[src/rtl/seq_alu.sv]
// seq_alu: clocked signed ALU with a start/busy/done handshake.
//   add and sub finish in one cycle. Multiply, divide and modulo iterate one
//   bit per clock and then spend one more clock on sign correction.
// Ports:
//   clk, rst             rising-edge clock, asynchronous active-high reset
//   start                request, sampled only in IDLE
//   op_code              0=add 1=sub 2=mul 3=div 4=mod, others invalid
//   input1, input2       signed WIDTH-bit operands
//   busy, done           busy in CALC/DONE, done is a one-cycle pulse in DONE
//   output1              signed 2*WIDTH result, held until the next accepted start
//   err_code             bit1 divide/modulo by zero, bit0 invalid opcode
//
// state  | meaning
// S_IDLE | waiting for start, operands captured on the accepting edge
// S_CALC | one shift-add / shift-subtract step per edge, then sign fixup
// S_DONE | result valid, done pulse, always returns to S_IDLE
module seq_alu #(
  parameter int WIDTH = 16
) (
  input  logic               clk,
  input  logic               rst,
  input  logic               start,
  input  logic [3:0]         op_code,
  input  logic [WIDTH-1:0]   input1,
  input  logic [WIDTH-1:0]   input2,
  output logic               busy,
  output logic               done,
  output logic [2*WIDTH-1:0] output1,
  output logic [1:0]         err_code
);

  localparam int CW = $clog2(WIDTH) + 1;
  localparam int RW = 2 * WIDTH;

  localparam logic [3:0] OP_ADD = 4'd0;
  localparam logic [3:0] OP_SUB = 4'd1;
  localparam logic [3:0] OP_MUL = 4'd2;
  localparam logic [3:0] OP_DIV = 4'd3;
  localparam logic [3:0] OP_MOD = 4'd4;

  typedef enum logic [1:0] {
    S_IDLE = 2'd0,
    S_CALC = 2'd1,
    S_DONE = 2'd2
  } state_t;

  state_t state, next_state;

  logic [3:0]    op_r;
  logic [CW-1:0] cnt;
  logic [RW-1:0] mag_a;
  logic [RW-1:0] mag_b;
  logic [RW-1:0] acc;
  logic          neg_r;

  logic [RW-1:0] a_ext, b_ext, a_abs, b_abs;
  logic [RW-1:0] fast_res;
  logic [1:0]    fast_err;
  logic          is_slow;
  logic          neg_new;
  logic [RW-1:0] trial, q_ext, base, final_res;
  logic          ge;

  // Operand decode for the accepting edge. Magnitudes are taken at 2*WIDTH
  // so the most-negative operand has a representable absolute value.
  always_comb begin
    a_ext    = {{WIDTH{input1[WIDTH-1]}}, input1};
    b_ext    = {{WIDTH{input2[WIDTH-1]}}, input2};
    a_abs    = input1[WIDTH-1] ? (~a_ext + 1'b1) : a_ext;
    b_abs    = input2[WIDTH-1] ? (~b_ext + 1'b1) : b_ext;
    is_slow  = (op_code == OP_MUL) ||
               (((op_code == OP_DIV) || (op_code == OP_MOD)) && (input2 != '0));
    // Remainder follows the dividend; product and quotient follow sign xor.
    neg_new  = (op_code == OP_MOD) ? input1[WIDTH-1]
                                   : (input1[WIDTH-1] ^ input2[WIDTH-1]);
    fast_res = '0;
    fast_err = 2'b00;
    case (op_code)
      OP_ADD:                 fast_res = a_ext + b_ext;
      OP_SUB:                 fast_res = a_ext - b_ext;
      OP_MUL, OP_DIV, OP_MOD: fast_err = 2'b10;  // only reachable as x/0
      default:                fast_err = 2'b01;
    endcase
  end

  // Restoring division: the dividend bits stream out of mag_a MSB first and
  // quotient bits stream into its bottom, so after WIDTH steps the low half
  // of mag_a is the quotient and acc is the remainder.
  always_comb begin
    trial     = {acc[RW-2:0], mag_a[WIDTH-1]};
    ge        = (trial >= mag_b);
    q_ext     = {{WIDTH{1'b0}}, mag_a[WIDTH-1:0]};
    base      = (op_r == OP_DIV) ? q_ext : acc;
    final_res = neg_r ? (~base + 1'b1) : base;
  end

  always_ff @(posedge clk or posedge rst) begin
    if (rst) state <= S_IDLE;
    else     state <= next_state;
  end

  always_comb begin
    next_state = state;
    busy       = 1'b0;
    done       = 1'b0;
    case (state)
      S_IDLE: begin
        if (start) next_state = is_slow ? S_CALC : S_DONE;
      end
      S_CALC: begin
        busy = 1'b1;
        if (cnt == '0) next_state = S_DONE;
      end
      S_DONE: begin
        busy       = 1'b1;
        done       = 1'b1;
        next_state = S_IDLE;
      end
      default: next_state = S_IDLE;
    endcase
  end

  always_ff @(posedge clk or posedge rst) begin
    if (rst) begin
      op_r     <= '0;
      cnt      <= '0;
      mag_a    <= '0;
      mag_b    <= '0;
      acc      <= '0;
      neg_r    <= 1'b0;
      output1  <= '0;
      err_code <= 2'b00;
    end else begin
      case (state)
        S_IDLE: begin
          if (start) begin
            op_r <= op_code;
            if (is_slow) begin
              mag_a <= a_abs;
              mag_b <= b_abs;
              acc   <= '0;
              neg_r <= neg_new;
              cnt   <= CW'(WIDTH);
            end else begin
              output1  <= fast_res;
              err_code <= fast_err;
            end
          end
        end
        S_CALC: begin
          if (cnt != '0) begin
            cnt <= cnt - 1'b1;
            if (op_r == OP_MUL) begin
              if (mag_b[0]) acc <= acc + mag_a;
              mag_a <= {mag_a[RW-2:0], 1'b0};
              mag_b <= {1'b0, mag_b[RW-1:1]};
            end else begin
              acc   <= ge ? (trial - mag_b) : trial;
              mag_a <= {mag_a[RW-2:0], ge};
            end
          end else begin
            // Extra edge after the last iteration applies the sign.
            output1  <= final_res;
            err_code <= 2'b00;
          end
        end
        default: ;
      endcase
    end
  end

endmodule
[config.mk]
export PLATFORM = sky130hd
export DESIGN_NAME = seq_alu
export DESIGN_NICKNAME = d
export VERILOG_FILES = /design/src/rtl/seq_alu.sv
export SDC_FILE = /design/constraint.sdc
export NUM_CORES = 1
export LEC_CHECK = 0
export CAP_MARGIN = 30
export CORE_UTILIZATION = 40
export CTS_BUF_LIST = sky130_fd_sc_hd__clkbuf_4 sky130_fd_sc_hd__clkbuf_8 sky130_fd_sc_hd__clkbuf_16
export DETAILED_ROUTE_END_ITERATION = 8
export GPL_TIMING_DRIVEN = 0
export PLACE_DENSITY = 0.57
export SLEW_MARGIN = 5
export SYNTH_ARGS = -nofsm -noshare
export SYNTH_HDL_FRONTEND = slang
export SYNTH_SLANG_ARGS = --single-unit
[constraint.sdc]
create_clock -name clk -period 5.2 [get_ports clk]
set_clock_uncertainty 0.2 [all_clocks]
set_input_delay 1.56 -clock clk [delete_from_list [all_inputs] [get_ports clk]]
set_output_delay 1.56 -clock clk [all_outputs]
set_load 0.1 [all_outputs]
==> metrics.md, run 1 <==
| Metric | Value |
|---|---|
| Run status | `finished clean` |
| Synthesized cell area | `0.0125 mm²` |
| Peak VDD IR | `0.000697 V` |
| Critical Path Start Type | `input port` |
| Met2 WL post-DR | `18600 µm` |
| Via density | `5.88` |
| Worst Tran Pin Value | `0.990 ns` |
| Power density over the cells | `745 mW/mm²` |
| WP data arrival | `5.10 ns` |
| Hold-fix buffers, CTS | `0` |
| Hold slack | `0.279 ns` |
| Netlist cell types | `84` |
| Total chip power | `10800 µW` |
| Die extent in x | `179 µm` |
| H-Tree Depth | `4` |
| Fmax | `201 MHz` |
| Slowest stage delay, CP | `0.62 ns` |
| Placed wire-length estimate | `33400 µm` |
| CTS sink count | `142` |
| Critical setup path kind | `input port to flip-flop` |
| Bufs on Longest Clock Path | `2` |
| Final Util | `47.2%` |
| Tmin final | `4.97 ns` |
| # IOs | `75` |
| Initial antenna violation count | `0` |
| Post-Synthesis Net Count | `1701` |
| Top cell by count, worst path | `o21ai_1` |
| #FFs+latches synth | `142` |
| CP Capture Type | `flip-flop` |
| Slowest-stage cell, CP | `clkdlybuf4s50_1` |
| Buffers on Ports | `69` |
| Clk slew on worst S/H paths | `0.07 ns` |
| Via count | `12200` |
| Post-synthesis instance total | `1569` |
| Most common cell after layout, fill and taps aside | `nand2_1` |
| Rows | `64` |
| Final Hold Viols | `0` |
| Routed WL | `42400 µm` |
| Total GRT Usage | `27.1%` |
| Slew HR | `33.8%` |
| First-pass GRT wire length | `66000 µm` |
| Setup ws final | `0.232 ns` |
| FFs w/ async S/R, synth | `100%` |
| TritonCTS clock tree | `built` |
| Layout cell share with drive strength beyond 1 | `6.74%` |
| DR WL/cell | `20.5 µm` |
| Setup violators final | `0` |
| Cell chain of the critical path | `clkdlybuf4s50_1 > nand2_2 > clkbuf_2 > nand2_1 > xor2_1 > ha_1 > or3_1 > o21ai_1 > a2111oi_4 > o41a_1 > o21ai_1 > nand3_1 > nand3_2 > buf_4 > a21oi_1 > a21o_1` |
| Critical path fanouts, max | `10` |
| Cell total after placement | `2039` |
| Worst Hold Class | `flip-flop to flip-flop` |
| P&R area growth vs syn | `15.7%` |
| Uppermost routed layer | `met4` |
| Met1 wire length | `20200 µm` |
| Max-cap violation count | `0` |
| Total CTS buffers | `17` |
| Gp weighted congestion | `0.912` |
| Finished Layout Cells | `2072` |
| Initial Util | `40.8%` |
| Max-slew violations | `0` |
| Syn avg cell area | `7.98 µm²` |
| Commonest non-fill, non-tap cells in the layout | `nand2_1 (210), dfrtp_1 (142), a21oi_1 (140)` |
| Pin count of the biggest net entering global routing | `39` |
| Dpl ws | `-1.25 ns` |
| Die height | `179 µm` |
| Met3 wire length | `2380 µm` |
| Initial DRC count | `1072` |
| N_diodes | `0` |
| Vias in the first global route | `11500` |
| Core Area | `0.0307 mm²` |
| Post-DRT Antenna Nets | `0` |
| DRC Markers | `0` |
| Fin crit share | `95.5%` |
| Later-pin clock latency in the skew report | `0.44 ns` |
| Seq/Total Area, Yosys | `28.4%` |
| Syn. warnings | `0` |
| Critical Path RT | `5.33 ns` |
| Fillers | `3068` |
| Lkg Pwr | `0.00657 µW` |
| Root Driver | `clkbuf_16` |
| Number of flops mapped to enable cells by yosys | `0` |
| Full die area | `0.0320 mm²` |
| Final Net Count | `1795` |
| Most used DFF post-synth | `dfrtp_1` |
| Pre-Repair DR Iteration Count | `5` |
| Gr ovfl total | `0` |
-- Yosys cell counts (7+ instances only) --
cell type | instances | area [µm²]
a211oi_1 | 18 | 135
a21o_1 | 48 | 360
a21oi_1 | 140 | 701
a22o_1 | 11 | 96.3
a22oi_1 | 19 | 143
a31oi_1 | 10 | 62.6
and3_1 | 11 | 68.8
buf_2 | 21 | 105
clkbuf_1 | 53 | 199
dfrtp_1 | 142 | 3550
ha_1 | 90 | 1130
inv_1 | 61 | 229
mux2i_1 | 32 | 320
nand2_1 | 212 | 796
nand2b_1 | 11 | 68.8
nand3_1 | 37 | 185
nand4_1 | 12 | 75.1
nor2_1 | 117 | 439
nor2b_1 | 17 | 106
nor3_1 | 29 | 145
nor4_1 | 9 | 56.3
o211ai_1 | 8 | 60.1
o21a_1 | 11 | 82.6
o21ai_0 | 123 | 616
o31ai_1 | 46 | 345
o41ai_1 | 11 | 96.3
or2_2 | 7 | 43.8
or3_1 | 12 | 75.1
xnor2_1 | 52 | 455
xor2_1 | 71 | 622
-- cell families (layout without fill, tap and decap cells) --
family | Yosys count | count (layout) | share of synthesized area (%)
flip-flops | 142 | 142 | 28.4
AND/OR/NAND/NOR | 510 | 510 | 18.8
adder cells (fa/ha/maj) | 93 | 93 | 9.47
buffers and inverters | 143 | 250 | 4.68
XOR/XNOR | 123 | 123 | 8.60
AO/OA/AOI/OAI | 518 | 518 | 26.8
multiplexers | 40 | 40 | 3.32
-- path summary, 6_finish.rpt --
check | from | cells after the start | slack [ns] | to
setup / recovery | op_code[0] | 16 | 0.23 | output1[17]
hold / removal | mag_b[24] | 2 | 0.28 | mag_b[24]
setup reg to reg | op_r[2] | 15 | 0.42 | output1[26]
hold reg to reg | mag_b[24] | 2 | 0.28 | mag_b[24]
max in group asynchronous | rst | 3 | 2.67 | mag_b[16]
min in group asynchronous | rst | 2 | 1.45 | mag_b[25]
-- worst max-delay path, delay by kind of cell --
family | cells | cell delay (ns)
buf+inv | 3 | 1.04
compound gates | 6 | 1.11
xor+xnor | 1 | 0.24
fa+ha+maj | 1 | 0.31
simple gates | 5 | 0.83
-- registers in the layout, indices dropped and copies added (netlist names) --
| name | flops |
|---|---|
| neg_r | 1 |
| acc | 32 |
| output1 | 32 |
| mag_a | 32 |
| cnt | 5 |
| op_r | 4 |
| err_code | 2 |
| mag_b | 32 |
| state | 2 |
-- power breakdown --
group	internal [µW]	switching [µW]
logic	2690	5020
registers	1410	425
clock network	709	540
-- area by class of cell --
| cell class | count | area [µm²] | area share, % |
|---|---|---|---|
| multi-input cells | 1284 | 8470 | 58.4 |
| flip-flops and latches | 142 | 3550 | 24.5 |
| repair buffers | 76 | 790 | 5.45 |
| well taps | 396 | 495 | 3.42 |
| clock buffers | 20 | 467 | 3.22 |
| plain buffers | 81 | 359 | 2.48 |
| inverters | 61 | 233 | 1.61 |
| clock inverters | 12 | 124 | 0.855 |
-- routing by layer --
layer | up-vias | GRT usage, %
met5 | - | 0
met4 | 0 | 9.04
met3 | 63 | 3.97
met2 | 365 | 41.6
met1 | 5876 | 38.8
li1 | 5880 | -
-- stage by stage --
step                        TNS (ns)  instance area, µm²
after floorplan                    0               12500
after global placement        -25.89               13700
after detailed placement      -28.17               13800
after CTS                          0               14400
after global routing      -0.0000862               14500
final                              0               14500
-- timing repair --
item / in CTS / in global routing
resized for setup: 16 / 17
endpoints found under the setup margin: 19 / 18
pin swaps: 2 / 2
setup buffers: 1 / 0
No activity file was read; power rests on OpenSTA's default activity.
==> run 2, diff against run 1 <==
--- a/config.mk
+++ b/config.mk
@@ -7,7 +7,7 @@
 export LEC_CHECK = 0
 export CAP_MARGIN = 30
 export CORE_UTILIZATION = 40
-export CTS_BUF_LIST = sky130_fd_sc_hd__clkbuf_4 sky130_fd_sc_hd__clkbuf_8 sky130_fd_sc_hd__clkbuf_16
+export CTS_BUF_LIST = sky130_fd_sc_hd__clkbuf_2
 export DETAILED_ROUTE_END_ITERATION = 8
 export GPL_TIMING_DRIVEN = 0
 export PLACE_DENSITY = 0.57
==> run 2 against run 1 <==
Net effect: sequential power about the same; sequential cell count did not move; wire length down 0.54%; via count decreased by 0.31%; die area unchanged; fmax grew 0.88%; clock-buffer cell count fell by 3; utilization is 1.3 points lower; sequential share of layout area grew 0.69 points; clock power down 47%; critical path depth increased by 2; combinational power hardly changed; highest routed layer unchanged.
==> metrics.md, run 2 (same netlist as run 1, synthesis figures left out) <==
| Metric | Value |
|---|---|
| Core Area | `0.0307 mm² (unchanged)` |
| Worst Hold Class | `flip-flop to flip-flop` |
| Critical Path RT | `5.69 ns (+0.36 ns)` |
| Initial DRC count | `1161 (+8.3%)` |
| Setup ws final | `0.276 ns (+0.0435 ns)` |
| Rows | `64 (unchanged)` |
| DRC Markers | `0 (unchanged)` |
| Total GRT Usage | `27.0% (-0.16 points)` |
| Layout cell share with drive strength beyond 1 | `6.33% (-0.41 points)` |
| Via density | `5.86 (-0.31%)` |
| Max-slew violations | `0 (unchanged)` |
| Worst Setup SP | `input2[1]` |
| First-pass GRT wire length | `65600 µm (-0.59%)` |
| Commonest non-fill, non-tap cells in the layout | `nand2_1 (212), dfrtp_1 (142), a21oi_1 (140)` |
| Hold slack | `0.309 ns (+0.0303 ns)` |
| Tmin final | `4.92 ns (-0.0435 ns)` |
| Vias in the first global route | `11500 (-0.70%)` |
| Sw Ratio | `57.9% (+2.5 points)` |
| P&R area growth vs syn | `12.5%` |
| Post-DRT Antenna Nets | `0 (unchanged)` |
| Worst flop-to-flop path startpoint | `op_r[2]` |
| Worst Tran Pin Value | `0.988 ns (-0.00163 ns)` |
| Worst reg2reg path endpoint | `output1[26]` |
| Peak VDD IR | `0.000677 V (-2.8%)` |
| Slew HR | `33.9% (+0.11 points)` |
| Setup violators final | `0 (unchanged)` |
| Gr ovfl total | `0 (unchanged)` |
| Power density over the cells | `722 mW/mm² (-3.1%)` |
| Dpl ws | `-1.25 ns (unchanged)` |
| Full die area | `0.0320 mm² (unchanged)` |
| Total CTS buffers | `17 (unchanged)` |
| Fillers | `3136 (+2.2%)` |
| Pre-Repair DR Iteration Count | `8 (+3)` |
| CP Capture Type | `flip-flop` |
| Setup slack, reg-to-reg | `0.37 ns (-0.05 ns)` |
| Seq pwr share | `18.0% (+1.0 points)` |
| Routed WL | `42200 µm (-0.54%)` |
| Critical path fanouts, max | `10 (unchanged)` |
| Critical setup path kind | `input port to flip-flop` |
| Initial antenna violation count | `1 (+1)` |
| Final Hold Viols | `0 (unchanged)` |
| Pint | `4280 µW (-11%)` |
| Die height | `179 µm (unchanged)` |
| Pin count of the biggest net entering global routing | `39 (unchanged)` |
| Clk slew on worst S/H paths | `0.22 ns (+0.15 ns)` |
| FF-to-FF path depth | `15 (unchanged)` |
| Comb pwr share | `75.5% (+4.1 points)` |
| Later-pin clock latency in the skew report | `0.79 ns (+0.35 ns)` |
| Most common cell after layout, fill and taps aside | `nand2_1` |
| Lkg Pwr | `0.00637 µW (-3.1%)` |
| NetSw | `5890 µW (-1.5%)` |
| Gp weighted congestion | `0.912 (unchanged)` |
| Fmax | `203 MHz (+0.88%)` |
| Buffers on Ports | `69 (unchanged)` |
| Slowest-stage cell, CP | `clkdlybuf4s50_1` |
| Run status | `finished clean` |
| Max-cap violation count | `0 (unchanged)` |
| Unrepaired setup endpoints after global routing | `false` |
| Postcts setup bufs | `0 (-1)` |
| # IOs | `75 (unchanged)` |
| Initial Util | `40.8% (unchanged)` |
| Critical Path Start Type | `input port` |
| TritonCTS clock tree | `built` |
| Placed wire-length estimate | `33400 µm (unchanged)` |
| Die extent in x | `179 µm (unchanged)` |
| CTS sink count | `142 (unchanged)` |
| Final Net Count | `1794 (-0.056%)` |
| Fin crit share | `94.7% (-0.84 points)` |
| Bufs on Longest Clock Path | `2 (unchanged)` |
| Cell chain of the critical path | `clkdlybuf4s50_1 > inv_1 > ha_2 > nand3_1 > o21ai_0 > xor2_1 > ha_2 > a21o_1 > a21o_1 > a21oi_1 > o21ai_1 > o41a_1 > o21ai_1 > nand3_1 > nand3_1 > clkbuf_4 > a21oi_1 > a21o_1` |
| Slowest stage delay, CP | `0.51 ns (-0.11 ns)` |
| Root Driver | `clkbuf_2` |
| DR WL/cell | `20.4 µm (-0.54%)` |
| H-Tree Depth | `4 (unchanged)` |
| WP data arrival | `5.41 ns (+0.31 ns)` |
| Via count | `12100 (-0.31%)` |
| Clock share of power | `6.5% (-5.1 points)` |
| CP endpoint | `output1[23]` |
run 2: changes by cell type in the layout (fill, tap and decap cells not counted), moves of 2 or more:
cell	change
clkbuf_16	-17
clkbuf_2	+17
clkdlybuf4s50_1	+5
dlymetal6s2s_1	-4
clkbuf_8	-3
clkinv_1	+3
buf_4	-2
nand2_1	+2
nand2_2	-2
run 2: worst min path at each step:
stage	start	endpoint	slack [ns]	depth (start not counted)
2_1_floorplan	mag_b[18]	mag_b[18]	0.25	2
3_3_place_gp	mag_b[19]	mag_b[19]	0.26	2
3_5_place_dp	output1[17]	output1[17]	0.26	1
4_1_cts	mag_b[30]	mag_b[30]	0.31	2
5_1_grt	mag_b[28]	mag_b[28]	0.33	2
6_report	mag_b[24]	mag_b[24]	0.31	2
run 2: power by group through the flow:
stage,logic (µW),registers [µW],clock network (µW)
2_1_floorplan,4960,2380,0
3_3_place_gp,7520,1840,0
3_5_place_dp,7510,1840,0
4_1_cts,7600,1820,673
5_1_grt,8320,1880,716
6_report,7680,1830,658
run 2: critical path: cells and delay by family:
family                     cells  cell delay, ns
adders and majority gates      2            0.61
xor gates and xnor gates       1            0.29
and+or+nand+nor                3            0.42
buffers and inverters          3            0.87
AOI/OAI and AO/OA              9            1.65
run 2: timing repair:
| action | 4_1_cts | 5_1_grt |
|---|---|---|
| hold buffers | 0 | 0 |
| pin swaps | 0 | 1 |
| endpoints found under the setup margin | 15 | 16 |
| resized for setup | 3 | 21 |
| gates cloned | 0 | 0 |
run 2: layout make-up:
| class | instances | area, µm² | share of cell area [%] |
|---|---|---|---|
| multi-input combinational | 1284 | 8460 | 60.0 |
| sequential | 142 | 3550 | 25.2 |
| timing repair buffer | 75 | 773 | 5.49 |
| tap | 396 | 495 | 3.52 |
| buffer | 81 | 359 | 2.55 |
| inverter | 61 | 233 | 1.65 |
| clock inverter | 15 | 135 | 0.959 |
| clock buffer | 17 | 85.1 | 0.604 |
| antenna | 1 | 2.50 | 0.0178 |
run 2: per-stage QoR:
stage	cell area [µm²]	util, %	total power [µW]	TNS, ns	std cells
final	14100	45.9	10200	0	2072
after global routing	14100	45.9	10900	0	2072
after CTS	14000	45.7	10100	0	2070
after detailed placement	13800	44.9	9350	-28.17	2039
after global placement	13700	44.7	9360	-25.89	2034
after floorplan	12500	-	7340	0	1569
run 2: metal layers:
layer / routed length (µm) / up-vias / GRT usage (%) / share of wire (%)
met5: 0 / - / 0 / 0
met4: 1040 / 0 / 8.19 / 2.5
met3: 2660 / 52 / 3.99 / 6.3
met2: 18600 / 390 / 41.4 / 44
met1: 19900 / 5831 / 38.8 / 47
li1: - / 5873 / - / -
==> run 3, diff against run 2 <==
--- a/config.mk
+++ b/config.mk
@@ -6,11 +6,12 @@
 export NUM_CORES = 1
 export LEC_CHECK = 0
 export CAP_MARGIN = 30
+export CORE_MARGIN = 2
 export CORE_UTILIZATION = 40
 export CTS_BUF_LIST = sky130_fd_sc_hd__clkbuf_2
 export DETAILED_ROUTE_END_ITERATION = 8
 export GPL_TIMING_DRIVEN = 0
-export PLACE_DENSITY = 0.57
+export PLACE_DENSITY = 0.54
 export SLEW_MARGIN = 5
 export SYNTH_ARGS = -nofsm -noshare
 export SYNTH_HDL_FRONTEND = slang
==> constraint.sdc (replaced) <==
create_clock -name clk -period 5.9 [get_ports clk]
set_clock_uncertainty 0.2 [all_clocks]
set_input_delay 1.77 -clock clk [delete_from_list [all_inputs] [get_ports clk]]
set_output_delay 1.77 -clock clk [all_outputs]
set_load 0.1 [all_outputs]
==> run 3 against run 2 <==
Net effect: register-to-register slack improved by 0.61 ns; total power decreased by 12%; die area increased by 2.2%; critical path depth decreased by 1; first-iteration DRC count decreased by 11%; final area decreased by 0.67%; combinational power decreased by 12%; critical path type unchanged; critical endpoint unchanged.
==> metrics.md, run 3 (same netlist as run 1, synthesis figures left out) <==
| Metric | Value |
|---|---|
| Critical setup path kind | `input port to flip-flop` |
| Setup violators final | `0 (unchanged)` |
| Rows | `64 (unchanged)` |
| Layout cell share with drive strength beyond 1 | `5.68% (-0.65 points)` |
| TritonCTS clock tree | `built` |
| Final Hold Viols | `0 (unchanged)` |
| Total GRT Usage | `26.2% (-0.76 points)` |
| Top cell by count, worst path | `a21o_1` |
| Slowest stage delay, CP | `0.55 ns (+0.04 ns)` |
| First-pass GRT wire length | `67400 µm (+2.7%)` |
| Cell chain of the critical path | `clkdlybuf4s50_1 > nor3_2 > and2_1 > clkbuf_1 > mux2i_1 > fa_1 > a21o_1 > a21oi_1 > nand2b_1 > a2111oi_2 > o41a_1 > o21ai_0 > a21o_1 > nand3_1 > clkbuf_2 > a21oi_1 > a21o_1` |
| Tmin final | `5.59 ns` |
| Routed WL | `43100 µm (+2.2%)` |
| Placed wire-length estimate | `33900 µm (+1.4%)` |
| Critical Path Start Type | `input port` |
| Area occupied by multi-input gates | `0.00841 mm² (-0.53%)` |
| Run status | `finished clean` |
| DRC Markers | `0 (unchanged)` |
| Final Net Count | `1792 (-0.11%)` |
| Unrepaired setup endpoints after global routing | `false` |
| Clk slew on worst S/H paths | `0.21 ns (about the same)` |
| Postcts setup bufs | `0 (unchanged)` |
| Lkg Pwr | `0.00631 µW (-0.92%)` |
| Area post-placement | `0.0138 mm² (-0.21%)` |
| CP Capture Type | `flip-flop` |
| Vias in the first global route | `11700 (+2.3%)` |
| Hold-fix buffers, CTS | `0 (unchanged)` |
| Most common cell after layout, fill and taps aside | `nand2_1` |
| Die height | `181 µm (+1.1%)` |
| Root Driver | `clkbuf_2` |
| Initial Util | `40.8% (unchanged)` |
| H-Tree Depth | `4 (unchanged)` |
| CTS sink count | `142 (unchanged)` |
| Bufs on Longest Clock Path | `2 (unchanged)` |
| Die extent in x | `181 µm (+1.1%)` |
| Finished Layout Cells | `2071 (-0.048%)` |
| Fmax | `179 MHz` |
| P&R area growth vs syn | `11.8%` |
| Max-slew violations | `0 (unchanged)` |
| Full die area | `0.0327 mm² (+2.2%)` |
| Initial DRC count | `1034 (-11%)` |
| Post-route design area | `0.0140 mm² (-0.67%)` |
| Worst Hold Class | `flip-flop to flip-flop` |
| Slowest-stage cell, CP | `a2111oi_2` |
| Top Family by Delay on Critical Path | `compound AO/OA/AOI/OAI gates` |
| Pre-Repair DR Iteration Count | `5 (-3)` |
| Via count | `12100 (-0.39%)` |
| Worst Tran Pin Value | `0.993 ns (+0.00548 ns)` |
| Later-pin clock latency in the skew report | `0.77 ns (-0.02 ns)` |
| Core Area | `0.0307 mm² (unchanged)` |
| Cell total after placement | `2036 (-0.15%)` |
| Critical Path RT | `6.38 ns (+0.69 ns)` |
| Fin crit share | `94.7%` |
| WP data arrival | `6.06 ns (+0.65 ns)` |
| Via density | `5.84 (-0.34%)` |
| Commonest non-fill, non-tap cells in the layout | `nand2_1 (212), dfrtp_1 (142), a21oi_1 (140)` |
| # IOs | `75 (unchanged)` |
| Worst Path Buf+Inv | `3 (unchanged)` |
| Buffers on Ports | `69 (unchanged)` |
| Register Area | `0.00355 mm² (unchanged)` |
| Gr ovfl total | `0 (unchanged)` |
| Total CTS buffers | `17 (unchanged)` |
| Fillers | `3116 (-0.64%)` |
| Max-cap violation count | `0 (unchanged)` |
| Peak VDD IR | `0.000448 V (-34%)` |
| Post-DRT Antenna Nets | `0 (unchanged)` |
| Gp weighted congestion | `0.907 (-0.53%)` |
| Power density over the cells | `638 mW/mm² (-12%)` |
| Final Util | `45.6% (-0.31 points)` |
| Initial antenna violation count | `1 (unchanged)` |
| Pin count of the biggest net entering global routing | `88 (+130%)` |
| Critical path fanouts, max | `10 (unchanged)` |
| Slew HR | `33.6% (-0.37 points)` |
| DR WL/cell | `20.8 µm (+2.2%)` |
[run 3: changes by cell type in the layout (fill, tap and decap cells not counted), moves of 3 or more]
| cell | change |
|---|---|
| o21ai_0 | +3 |
| o21ai_1 | -3 |
| inv_6 | -3 |
| buf_12 | -3 |
[run 3: where the power goes]
part           switching [µW]  internal, µW  total [µW]
Combinational            4400          2360        6760
Sequential                377          1240        1620
Clock                     396           152         549
[run 3: what timing repair did]
| item | in CTS | in global routing |
|---|---|---|
| pin swaps | 0 | 0 |
| hold endpoints to repair | 0 | 0 |
| resized for setup | 2 | 4 |
| setup endpoints to repair | 10 | 10 |
[run 3: routing by layer]
metal | GRT usage [%] | up-vias | share of wire (%)
li1 | - | 5872 | -
met1 | 38.1 | 5840 | 49
met2 | 41.3 | 347 | 44
met3 | 3.61 | 40 | 4.8
met4 | 6.08 | 0 | 1.6
met5 | 0 | - | 0
[run 3: area by class of cell]
class	instances	share of cell area (%)
tap	396	3.54
clock buffer	18	0.644
inverter	61	1.69
timing repair buffer	72	5.20
multi-input combinational	1284	60.1
buffer	82	2.56
sequential	142	25.4
antenna	2	0.0358
clock inverter	14	0.858
[run 3: path summary, 6_finish.rpt]
check | start | to | slack, ns | cells past startpoint
setup / recovery | op_code[1] | output1[23] | 0.31 | 17
hold / removal | output1[19] | output1[19] | 0.31 | 1
setup reg to reg | op_r[2] | output1[26] | 0.98 | 15
hold reg to reg | output1[19] | output1[19] | 0.31 | 1
max in group asynchronous | rst | output1[18] | 3.53 | 3
min in group asynchronous | rst | mag_b[24] | 1.20 | 2
[run 3: per-stage QoR]
stage          hold WS [ns]  setup WS [ns]  setup TNS [ns]  total power, µW
3_5_place_dp          0.265         -0.982          -13.58             8260
6_report              0.307          0.315               0             8930
2_1_floorplan         0.249          0.120               0             6470
3_3_place_gp          0.265          -2.32         -339.39             8280
4_1_cts               0.313          0.118               0             8870
5_1_grt               0.338         0.0882               0             9670
